===== src/rtl/mcu_pkg.sv =====
// Shared encodings for the multi-cycle controller: opcodes, FSM states,
// datapath select codes and the per-state control word decode.
package mcu_pkg;

  localparam int unsigned STATE_W  = 4;
  localparam int unsigned OPCODE_W = 6;

  localparam logic [OPCODE_W-1:0] OP_RTYPE = 6'h00;
  localparam logic [OPCODE_W-1:0] OP_J     = 6'h02;
  localparam logic [OPCODE_W-1:0] OP_BEQ   = 6'h04;
  localparam logic [OPCODE_W-1:0] OP_ADDI  = 6'h08;
  localparam logic [OPCODE_W-1:0] OP_LW    = 6'h23;
  localparam logic [OPCODE_W-1:0] OP_SW    = 6'h2B;

  localparam logic [STATE_W-1:0] ST_FETCH    = 4'd0;
  localparam logic [STATE_W-1:0] ST_DECODE   = 4'd1;
  localparam logic [STATE_W-1:0] ST_MEM_ADDR = 4'd2;
  localparam logic [STATE_W-1:0] ST_MEM_RD   = 4'd3;
  localparam logic [STATE_W-1:0] ST_MEM_WB   = 4'd4;
  localparam logic [STATE_W-1:0] ST_MEM_WR   = 4'd5;
  localparam logic [STATE_W-1:0] ST_EXEC     = 4'd6;
  localparam logic [STATE_W-1:0] ST_R_WB     = 4'd7;
  localparam logic [STATE_W-1:0] ST_BRANCH   = 4'd8;
  localparam logic [STATE_W-1:0] ST_JUMP     = 4'd9;
  localparam logic [STATE_W-1:0] ST_ADDI_EX  = 4'd10;
  localparam logic [STATE_W-1:0] ST_ADDI_WB  = 4'd11;
  localparam logic [STATE_W-1:0] ST_FAULT    = 4'd12;

  localparam logic [1:0] ALU_ADD   = 2'b00;
  localparam logic [1:0] ALU_SUB   = 2'b01;
  localparam logic [1:0] ALU_FUNCT = 2'b10;

  localparam logic [1:0] SRCB_RT     = 2'b00;
  localparam logic [1:0] SRCB_FOUR   = 2'b01;
  localparam logic [1:0] SRCB_IMM    = 2'b10;
  localparam logic [1:0] SRCB_IMM_SH = 2'b11;

  localparam logic [1:0] PCSRC_ALU    = 2'b00;
  localparam logic [1:0] PCSRC_ALUOUT = 2'b01;
  localparam logic [1:0] PCSRC_JUMP   = 2'b10;

  localparam logic [1:0] REGDST_RT = 2'b00;
  localparam logic [1:0] REGDST_RD = 2'b01;

  localparam logic [1:0] M2R_ALUOUT = 2'b00;
  localparam logic [1:0] M2R_MDR    = 2'b01;

  localparam logic [1:0] FC_NONE    = 2'b00;
  localparam logic [1:0] FC_ILLEGAL = 2'b01;
  localparam logic [1:0] FC_TIMEOUT = 2'b10;

  typedef struct packed {
    logic       pc_write;
    logic       pc_write_cond;
    logic       i_or_d;
    logic       mem_read;
    logic       mem_write;
    logic       ir_write;
    logic [1:0] reg_dst;
    logic [1:0] mem_to_reg;
    logic       reg_write;
    logic       alu_src_a;
    logic [1:0] alu_src_b;
    logic [1:0] alu_op;
    logic [1:0] pc_source;
    logic       fault;
  } ctrl_t;

  // Moore decode: control word depends on the state alone.
  function automatic ctrl_t decode_state(input logic [STATE_W-1:0] st);
    ctrl_t c;
    c = '0;
    case (st)
      ST_FETCH: begin
        c.mem_read  = 1'b1;
        c.ir_write  = 1'b1;
        c.pc_write  = 1'b1;
        c.alu_src_b = SRCB_FOUR;
        c.alu_op    = ALU_ADD;
        c.pc_source = PCSRC_ALU;
      end
      ST_DECODE: begin
        c.alu_src_b = SRCB_IMM_SH;
        c.alu_op    = ALU_ADD;
      end
      ST_MEM_ADDR, ST_ADDI_EX: begin
        c.alu_src_a = 1'b1;
        c.alu_src_b = SRCB_IMM;
      end
      ST_MEM_RD: begin
        c.mem_read = 1'b1;
        c.i_or_d   = 1'b1;
      end
      ST_MEM_WB: begin
        c.reg_write  = 1'b1;
        c.mem_to_reg = M2R_MDR;
        c.reg_dst    = REGDST_RT;
      end
      ST_MEM_WR: begin
        c.mem_write = 1'b1;
        c.i_or_d    = 1'b1;
      end
      ST_EXEC: begin
        c.alu_src_a = 1'b1;
        c.alu_src_b = SRCB_RT;
        c.alu_op    = ALU_FUNCT;
      end
      ST_R_WB: begin
        c.reg_write = 1'b1;
        c.reg_dst   = REGDST_RD;
      end
      ST_BRANCH: begin
        c.alu_src_a     = 1'b1;
        c.alu_op        = ALU_SUB;
        c.pc_write_cond = 1'b1;
        c.pc_source     = PCSRC_ALUOUT;
      end
      ST_JUMP: begin
        c.pc_write  = 1'b1;
        c.pc_source = PCSRC_JUMP;
      end
      ST_ADDI_WB: begin
        c.reg_write  = 1'b1;
        c.reg_dst    = REGDST_RT;
        c.mem_to_reg = M2R_ALUOUT;
      end
      ST_FAULT: c.fault = 1'b1;
      default: c = '0;
    endcase
    return c;
  endfunction

endpackage


===== src/rtl/mc_wait_timer.sv =====
// Saturating count of consecutive memory wait cycles; cleared whenever the
// controller changes state.
module mc_wait_timer #(
  parameter int unsigned LIMIT = 15
) (
  input  logic clk,
  input  logic rst_n,
  input  logic clear_i,
  input  logic inc_i,
  output logic at_limit_c
);

  localparam int unsigned CNT_W = (LIMIT < 1) ? 1 : $clog2(LIMIT + 1);

  logic [CNT_W-1:0] cnt_q, cnt_d;

  assign at_limit_c = (cnt_q == CNT_W'(LIMIT));

  always_comb begin
    cnt_d = cnt_q;
    if (clear_i) begin
      cnt_d = '0;
    end else if (inc_i && !at_limit_c) begin
      cnt_d = cnt_q + CNT_W'(1);
    end
  end

  always_ff @(posedge clk or negedge rst_n) begin
    if (!rst_n) begin
      cnt_q <= '0;
    end else begin
      cnt_q <= cnt_d;
    end
  end

endmodule


===== src/rtl/multi_cycle_ctrl.sv =====
// Multi-cycle MIPS-subset control FSM (Moore). Define MCTRL_MEM_WAIT_EN to
// stall FETCH/MEM_RD/MEM_WR on mem_ready with a WAIT_LIMIT timeout fault.
module multi_cycle_ctrl
  import mcu_pkg::*;
#(
  parameter int unsigned WAIT_LIMIT = 15
) (
  input  logic       clk,
  input  logic       rst_n,
  input  logic [5:0] opcode,
  input  logic       alu_zero,
  input  logic       mem_ready,
  output logic       pc_write,
  output logic       pc_write_cond,
  output logic       i_or_d,
  output logic       mem_read,
  output logic       mem_write,
  output logic       ir_write,
  output logic [1:0] reg_dst,
  output logic [1:0] mem_to_reg,
  output logic       reg_write,
  output logic       alu_src_a,
  output logic [1:0] alu_src_b,
  output logic [1:0] alu_op,
  output logic [1:0] pc_source,
  output logic [3:0] state_o,
  output logic       fault,
  output logic [1:0] fault_cause
);

  logic [STATE_W-1:0] state_q, state_d;
  logic [1:0]         fault_cause_q, fault_cause_d;
  logic               mem_ok_c;
  logic               timeout_c;
  logic               unused_ok;
  ctrl_t              ctrl_c;

`ifdef MCTRL_MEM_WAIT_EN
  logic wait_state_c;
  logic waiting_c;
  logic at_limit_c;

  assign wait_state_c = (state_q == ST_FETCH) || (state_q == ST_MEM_RD) ||
                        (state_q == ST_MEM_WR);
  assign waiting_c    = wait_state_c && !mem_ready;
  assign mem_ok_c     = mem_ready;
  assign timeout_c    = waiting_c && at_limit_c;
  assign unused_ok    = alu_zero;

  mc_wait_timer #(
    .LIMIT (WAIT_LIMIT)
  ) u_wait_timer (
    .clk        (clk),
    .rst_n      (rst_n),
    .clear_i    (state_d != state_q),
    .inc_i      (waiting_c),
    .at_limit_c (at_limit_c)
  );
`else
  // Memory is always ready in a single cycle in this build.
  assign mem_ok_c  = 1'b1;
  assign timeout_c = 1'b0;
  assign unused_ok = ^{alu_zero, mem_ready, WAIT_LIMIT};
`endif

  // Next-state and fault-cause capture.
  always_comb begin
    state_d       = state_q;
    fault_cause_d = fault_cause_q;
    case (state_q)
      ST_FETCH: begin
        if (mem_ok_c) begin
          state_d = ST_DECODE;
        end else if (timeout_c) begin
          state_d       = ST_FAULT;
          fault_cause_d = FC_TIMEOUT;
        end
      end
      ST_DECODE: begin
        case (opcode)
          OP_RTYPE:     state_d = ST_EXEC;
          OP_LW, OP_SW: state_d = ST_MEM_ADDR;
          OP_BEQ:       state_d = ST_BRANCH;
          OP_J:         state_d = ST_JUMP;
          OP_ADDI:      state_d = ST_ADDI_EX;
          default: begin
            state_d       = ST_FAULT;
            fault_cause_d = FC_ILLEGAL;
          end
        endcase
      end
      ST_MEM_ADDR: state_d = (opcode == OP_SW) ? ST_MEM_WR : ST_MEM_RD;
      ST_MEM_RD: begin
        if (mem_ok_c) begin
          state_d = ST_MEM_WB;
        end else if (timeout_c) begin
          state_d       = ST_FAULT;
          fault_cause_d = FC_TIMEOUT;
        end
      end
      ST_MEM_WR: begin
        if (mem_ok_c) begin
          state_d = ST_FETCH;
        end else if (timeout_c) begin
          state_d       = ST_FAULT;
          fault_cause_d = FC_TIMEOUT;
        end
      end
      ST_EXEC:    state_d = ST_R_WB;
      ST_ADDI_EX: state_d = ST_ADDI_WB;
      ST_MEM_WB, ST_R_WB, ST_BRANCH, ST_JUMP, ST_ADDI_WB: state_d = ST_FETCH;
      ST_FAULT:   state_d = ST_FAULT;
      default: begin
        state_d       = ST_FAULT;
        fault_cause_d = FC_ILLEGAL;
      end
    endcase
  end

  always_ff @(posedge clk or negedge rst_n) begin
    if (!rst_n) begin
      state_q       <= ST_FETCH;
      fault_cause_q <= FC_NONE;
    end else begin
      state_q       <= state_d;
      fault_cause_q <= fault_cause_d;
    end
  end

  // Control word from state; forced quiet while reset is held.
  always_comb begin
    ctrl_c = decode_state(state_q);
`ifdef MCTRL_MEM_WAIT_EN
    if ((state_q == ST_FETCH) && !mem_ready) begin
      ctrl_c.pc_write = 1'b0;
      ctrl_c.ir_write = 1'b0;
    end
`endif
    if (!rst_n) begin
      ctrl_c = '0;
    end
  end

  assign pc_write      = ctrl_c.pc_write;
  assign pc_write_cond = ctrl_c.pc_write_cond;
  assign i_or_d        = ctrl_c.i_or_d;
  assign mem_read      = ctrl_c.mem_read;
  assign mem_write     = ctrl_c.mem_write;
  assign ir_write      = ctrl_c.ir_write;
  assign reg_dst       = ctrl_c.reg_dst;
  assign mem_to_reg    = ctrl_c.mem_to_reg;
  assign reg_write     = ctrl_c.reg_write;
  assign alu_src_a     = ctrl_c.alu_src_a;
  assign alu_src_b     = ctrl_c.alu_src_b;
  assign alu_op        = ctrl_c.alu_op;
  assign pc_source     = ctrl_c.pc_source;
  assign fault         = ctrl_c.fault;
  assign fault_cause   = fault_cause_q;
  assign state_o       = state_q;

endmodule


===== config.mk =====
export PLATFORM = sky130hd
export DESIGN_NAME = multi_cycle_ctrl
export DESIGN_NICKNAME = d
export VERILOG_FILES = /design/src/rtl/mcu_pkg.sv /design/src/rtl/mc_wait_timer.sv /design/src/rtl/multi_cycle_ctrl.sv
export SDC_FILE = /design/constraint.sdc
export NUM_CORES = 1
export LEC_CHECK = 0
export CAP_MARGIN = 15
export CELL_PAD_IN_SITES_DETAIL_PLACEMENT = 1
export CELL_PAD_IN_SITES_GLOBAL_PLACEMENT = 1
export CORE_AREA = 2 2 59 45
export CTS_BUF_LIST = sky130_fd_sc_hd__clkbuf_4
export CTS_CLUSTER_DIAMETER = 60
export DETAILED_ROUTE_END_ITERATION = 16
export DIE_AREA = 0 0 61 47
export PLACE_DENSITY = 0.91
export RECOVER_POWER = 25
export SYNTH_ARGS = -nofsm -noshare
export SYNTH_HDL_FRONTEND = slang
export SYNTH_SLANG_ARGS = --single-unit

===== constraint.sdc =====
create_clock -name clk -period 3.6 [get_ports clk]
set_clock_uncertainty 0.1 [all_clocks]
set_input_delay 0.72 -clock clk [delete_from_list [all_inputs] [get_ports clk]]
set_output_delay 0.72 -clock clk [all_outputs]
set_load 0.1 [all_outputs]

# [Word-level counts from Yosys, hierarchy flattened]
# Index checks and enable logic that the tools add are counted.
# Widths: inputs -> output; s select.
[totals] regBits=6 latch_bits=0 mem_bits_rw=0 romBits=0 in_bits=10 out_inout_bits=25 memories=0
[classes] add_sub_neg=0 n_mul=0 div_mod_pow=0 order_cmp=0 n_eq_ne=18 shift=0 muxes=20 bitwise=1 reduce_logical=13
[ops] op="$pmux 4 s7" count=1
[ops] op="$eq 4x4->1 const B" count=5
[ops] op="$pmux 4 s5" count=1
[ops] op="$mux 19" count=1
[ops] op="$eq 4x3->1 const B" count=4
[ops] op="$eq 6x6->1 const B" count=2
[ops] op="$pmux 2 s2" count=3
[ops] op="$reduce_or 12->1" count=1
[ops] op="$reduce_or 6->1" count=2
[ops] op="$mux 1" count=11
[ops] op="$reduce_or 2->1" count=5
[ops] op="$eq 4x2->1 const B" count=2
[ops] op="$eq 6x2->1 const B" count=1
[ops] op="$eq 6x3->1 const B" count=1
[ops] op="$eq 6x4->1 const B" count=1
[ops] op="$logic_not 6->1" count=1
[ops] op="$pmux 2 s3" count=1
[ops] op="$eq 4x1->1 const B" count=1
[ops] op="$logic_not 4->1" count=1
[ops] op="$reduce_or 4->1" count=1
[ops] op="$mux 3" count=1
[ops] op="$reduce_or 3->1" count=1
[ops] op="$mux 2" count=1
[ops] op="$ne 2x2->1 const B" count=1
[ops] op="2 further kinds" count=2

# [Longest topological paths before layout]
[depth] word_depth=4 depth_mapped=5 mapped_depth_nobuf=3

# [Worst setup path before layout]
# OpenSTA, ideal clock, no wires.
[synth_path] kind="register to output" startpoint="register state_q[3], in the netlist state_o[3]" endpoint="output port alu_src_a" arrival_time_ns=3.794 required_time_ns=2.780 path_slack_ns=-1.014 path_stages_with_launch=5 path_buffers=1 path_cell_list="dfrtp_1 -> buf_1 -> nor2b_1 -> a21oi_1 -> nor3b_1"
[synth_via] elab_chain_cells=4 elab_cells_between_ends=7
[synth_lines] element="start: declaration" line_no="multi_cycle_ctrl.sv:31" text="logic [STATE_W-1:0] state_q, state_d;"
[synth_lines] element="start signal: assignment" line_no="multi_cycle_ctrl.sv:125" text="state_q <= state_d;"
[synth_lines] element="$eq 4x4->1, or another cell as far along" line_no="mcu_pkg.sv:73" text="case (st)"
[synth_lines] element="$reduce_or 4->1 (no line) (*)"
[synth_lines] element="$mux 1 (*)" line_no="mcu_pkg.sv:73"
[synth_lines] element="$mux 19 (*)" line_no="multi_cycle_ctrl.sv:139" text="if (!rst_n) begin"
[synth_lines] element="end: declaration" line_no="multi_cycle_ctrl.sv:22" text="output logic alu_src_a,"
# Every way passes the cells marked *; elsewhere a longest branch is shown, timed or not.

# [Final worst setup path]
[layout_path] startpoint="input port rst_n" endpoint="output port mem_write"
[layout_via] elab_chain_cells=1
[layout_lines] element="start: declaration" line_no="multi_cycle_ctrl.sv:9" text="input logic rst_n,"
[layout_lines] element="$mux 19" line_no="multi_cycle_ctrl.sv:139"
[layout_lines] element="end: declaration" line_no="multi_cycle_ctrl.sv:17" text="output logic mem_write,"
# Every way passes these cells.

==> run metrics <==
synth warn 0; mean post-synth cell area 7.254 um2; setup TNS 0 ns; setup bufs post-CTS 0; Worst Setup Path Type in2out; drt pass-1 iters 4; htree depth 1; Setup violations, final 0; pwr/cell area 887.4 nW/um2; Critical Path AT 2.30 ns; ys async rst share 1.000; P_leak 0.4281 nW; vias in the first global route just over 700; worst hold margin between 0.3 and 0.4 ns; CP Capture Point mem_write; # rows 15; register clock-pin slew on the reported worst setup and hold paths 0.05 ns; fmax 0.3204 GHz; post_cts resized 0; WP data required 2.78 ns; CTS tree done; die height ~47 um; max-cap check violation count 0; port bufs 29; largest net degree at the start of global routing 16; Pwr Total 999.3 uW; Post-synth EDFFs 0; Initial Util 0.2640; hold_buf cts 0; post-layout min period 3.121 ns; R2R setup slack 1.81 ns; Post-DP HPWL 1582 um; Area contributors post-synth dfrtp_1 21%, nor2_1 6.8%, nor2b_1 5.1%; global-route wire length before repair 3401 um; fillcell total 275; Root Buffer clkbuf_4; Initial DRC Count 16; total number of vias around 740; crit end category output pin; placed insts around 140; cts bufs inserted 3; crit path max fanout 13; gr ovfl total 0; Rel. slew slack 0.3568; Syn Inst Count 84; post-route cell area between 1000 and 1500 um2; ANT nets after route 0; IO Count 35; final worst-path cycle share 0.8670; number of antenna diodes 0; fin cells 145; worst r2r src state_o[3]; Hold Crit Class reg2reg; wire length per cell about 14 um; post-synth top area share 0.2053; unrepaired setup endpoints after global routing no; dpl cell area approximately 1100 um2; leading area contributor after synthesis dfrtp_1; Max clock buf depth 2; final net count approximately 120; Post-Syn Area 609.3 um2; drc violations 0; antenna violations before repair 0; Worst Reg-to-Reg Cells 3; count of pins over their slew limit 0; Setup crit start rst_n; register area share after synthesis 0.2053; worst skew pair latency 0.26 ns; area grow syn2layout 84.81%; Chip Width 61 um; startpoint types input pin; GP Congestion 0.8944; area of the core 2308 um2; Max IR drop VDD 0.3636 mV; worst r2r dst fault_cause[0]; Synth Register Bits 5; Distinct cells, synth 36; Worst Tran Pin Value 0.9618 ns; clk sinks 5; status complete, no violations; Total Routing Usage GR 0.1681; via/cell ratio between 5 and 6; Die Area 2867 um2; Primary FF master, synth dfrtp_1; layout cell share with drive strength beyond 1 0.3153; hold violation count in the final report 0; WL final 2075 um
report_power, final:
part	switching (mW)	total [mW]	internal (mW)
Sequential	0.0690	0.140	0.0707
Clock	0.0281	0.0778	0.0497
Combinational	0.540	0.782	0.242
per-stage QoR:
step	util	setup slack, ns
2_1_floorplan	-	-0.07181
3_3_place_gp	0.4748	0.5822
3_5_place_dp	0.4748	0.5175
4_1_cts	0.4878	0.5156
5_1_grt	0.4878	0.3310
6_report	0.4878	0.4786
cell type report:
class                   instances  area, um2  area share
inverters                       3      11.26     0.01000
multi-input cells              70      466.7      0.4144
well taps                      34      42.54     0.03778
flip-flops and latches          5      125.1      0.1111
repair buffers                 29      450.4      0.4000
clock buffers                   4      30.03     0.02667
kinds of logic (layout without fill, tap and decap cells):
family                   after synthesis  in the layout  synth area share
AND/OR/NAND/NOR                       47             47            0.4127
AO/OA/AOI/OAI                         16             16            0.2197
buffers and inverters                 11             36           0.09445
flip-flops                             5              5            0.2053
adder cells (fa/ha/maj)                2              2           0.03286
XOR/XNOR                               2              2           0.02875
other                                  1              3          0.006154
registers in the layout, indices dropped and copies added, names as in the netlist:
signal,cells
state_o,4
fault_cause,1
critical path, cell delays in order:
cell and delay [ns]:
dlygate4sd3_1 0.84, nand3_1 0.21, nor3b_2 0.31, buf_12 0.21
metal layers:
| metal | vias up | track usage | wire length (um) |
|---|---|---|---|
| li1 | 350 | - | - |
| met1 | 356 | 0.2099 | 933 |
| met2 | 28 | 0.2688 | 995 |
| met3 | 5 | 0.06061 | 117 |
| met4 | 0 | 0.06522 | 29 |
| met5 | - | 0 | 0 |
synth_stat cells (all sizes together), types with 2 or more instances:
cell     n
a21oi    2
nand3    2
nor3     6
nor4b    2
nand2b   4
nor2b    5
dfrtp    5
o21ai    4
inv      3
nor2    11
nor3b    2
and3     2
maj3     2
nand2    8
clkbuf   2
buf      6
cells in the final DEF (no fill, tap or decap), types with 3 or more instances in the layout:
master           instances
buf_12                  17
nor2_1                  10
nand2_1                  8
clkdlybuf4s50_1          6
nor2b_1                  5
dfrtp_1                  5
o21ai_0                  4
nand2b_1                 4
nor3_2                   4
clkbuf_4                 4
buf_4                    4
inv_1                    3
conb_1                   3
worst min-delay path by stage:
| stage | from | to | slack [ns] | cells after the start |
|---|---|---|---|---|
| floorplan | rst_n | fault_cause[0] | 0.32 | 0 |
| detailed placement | fault_cause[0] | fault_cause[0] | 0.37 | 2 |
| global placement | fault_cause[0] | fault_cause[0] | 0.36 | 2 |
| CTS | fault_cause[0] | fault_cause[0] | 0.39 | 2 |
| global route | fault_cause[0] | fault_cause[0] | 0.42 | 2 |
| finish | fault_cause[0] | fault_cause[0] | 0.38 | 2 |
(Power assumes the default switching activity.)
==> edit (config.mk and constraints unchanged) <==
Register the output `fault`, with the module's reset; this adds one clock of latency there. The other outputs are not delayed to match.
--- a/src/rtl/multi_cycle_ctrl.sv
+++ b/src/rtl/multi_cycle_ctrl.sv
@@ -27,6 +27,8 @@
   output logic       fault,
   output logic [1:0] fault_cause
 );
+
+  logic fault_d;
 
   logic [STATE_W-1:0] state_q, state_d;
   logic [1:0]         fault_cause_q, fault_cause_d;
@@ -154,9 +156,17 @@
   assign alu_src_b     = ctrl_c.alu_src_b;
   assign alu_op        = ctrl_c.alu_op;
   assign pc_source     = ctrl_c.pc_source;
-  assign fault         = ctrl_c.fault;
+  assign fault_d       = ctrl_c.fault;
   assign fault_cause   = fault_cause_q;
   assign state_o       = state_q;
 
+  always_ff @(posedge clk or negedge rst_n) begin
+    if (!rst_n) begin
+      fault <= '0;
+    end else begin
+      fault <= fault_d;
+    end
+  end
+
 endmodule
 
Behaviour: not the same (a bounded check fails within 4 cycles, from zero or initial values and one cycle with rst_n low).
==> edit against the original RTL <==
Sequential share of layout area rose by 2.2 points; total power fell by 4.6%; final area rose by 0.11%; worst setup slack got worse by 0.030 ns; sequential power rose by 6%; non-clock buffer count rose by 1; routed wire length rose by 1.6%; hold slack improved by 0.090 ns; core utilization rose by 0.054 points; synthesized cell count rose by 7.1%; synthesized area rose by 12%; sequential cell count rose by 1; critical path depth rose by 1; critical endpoint is now pc_write_cond; largest cell class unchanged.
==> edit: results (changes against the original RTL) <==
run status finished, final reports clean; Reg clk slew, reported paths 0.05 ns (about the same); hold_ws 0.468 ns (+0.0898 ns); Synth Instances 90 (+7.1%); most instantiated cells after synthesis buf_4, nand2_1, nor3_1, nor2_1, dfrtp_1; largest net degree at the start of global routing 18 (+2); Final Wtd Congestion 0.867 (-3.1%); WL final 2110 um (+1.6%); clock latency on the worst-skew pair 0.24 ns (-0.02 ns); hold path cells 2 (unchanged); Post-synth ARST share 100% (unchanged); actual slew at the worst max-slew pin 1.17 ns (+0.204 ns); vias in the first global route 703 (-2.4%); Reg-to-Reg End state_o[2]; Arr. time, crit path 2.33 ns (+0.03 ns); Worst path slowest cell dlygate4sd3_1; Static Leakage 0.426 nW (-0.52%); Seq/Total Area, Yosys 21.9% (+1.4 points); count of cell types in the netlist 34 (-5.6%); combinational power share 77.9% (-0.3 points); P_sw 0.000602 W (-5.5%); Area contributors post-synth dfrtp_1, buf_4, nor3_1, nand2b_1, nand2_1; Max FO, Critical Path 7 (-6); first-pass GRT wire length 3360 um (-1.2%); TritonRoute pass-1 iters 2 (-2); CP max stage delay 0.70 ns (-0.14 ns); clk pwr 0.0000615 W (-21%); 1st-iter DRT viols 12 (-4); Max IR drop VDD 0.225 mV (-38%); Switching Fraction 63.2% (-0.58 points); DR vias/cell 5.02 (-1.5%); Reg2Reg Setup Slack 1.77 ns (-0.04 ns); gr usage total 16.0% (-0.77 points); layout cells sized above 1 29.1% (-2.4 points); worst r2r src state_o[1]; Port Buf Inserts 29 (unchanged); Cell Area, Placed 1110 sq um (+1.5%); drt wl/cell 14.6 um (+2.3%); worst setup slack after placement 0.522 ns (+0.00500 ns); hpwl dp 1670 um (+5.7%)
edit: changes by cell type in the layout (fill, tap and decap cells not counted), sizes merged, moves of 2 or more:
cell | unedited run | this run
nor2 | 11 | 7
a211oi | 1 | 3
o21ai | 4 | 6
nor3 | 6 | 8
o22ai | 0 | 2
nor2b | 5 | 3
edit: final cells by class:
| cell class | count | area [sq um] |
|---|---|---|
| fillers | 270 | 1180 |
| multi-input cells | 69 | 467 |
| repair buffers | 30 | 438 |
| flip-flops and latches | 6 | 150 |
| well taps | 34 | 42.5 |
| clock buffers | 3 | 22.5 |
| inverters | 2 | 7.51 |
edit: logic make-up (layout without fill, tap and decap cells):
| group | after synthesis | count (layout) | synth area share (%) |
|---|---|---|---|
| AOI/OAI and AO/OA | 20 | 20 | 22.9 |
| xor gates and xnor gates | 2 | 2 | 2.56 |
| adders and majority gates | 2 | 2 | 2.93 |
| buffers and inverters | 17 | 35 | 15.5 |
| DFF | 6 | 6 | 21.9 |
| other | 1 | 3 | 0.548 |
| and+or+nand+nor | 42 | 42 | 33.6 |
edit: worst max-delay path by stage:
| stage | from | end | slack [ns] | cells after the start |
|---|---|---|---|---|
| 5_1_grt | rst_n | pc_write_cond | 0.38 | 5 |
| 3_5_place_dp | rst_n | pc_write_cond | 0.52 | 5 |
| 6_report | rst_n | pc_write_cond | 0.45 | 5 |
| 4_1_cts | rst_n | pc_write_cond | 0.51 | 5 |
| 2_1_floorplan | state_o[2] | mem_write | 0.005 | 3 |
| 3_3_place_gp | rst_n | pc_write_cond | 0.57 | 5 |
edit: layer usage:
layer	global-route usage, %	vias to the layer above	routed length, um
li1	-	354	-
met1	20.1	348	997
met2	29.5	21	1030
met3	2.75	0	82
met4	3.04	0	0
met5	0	-	0
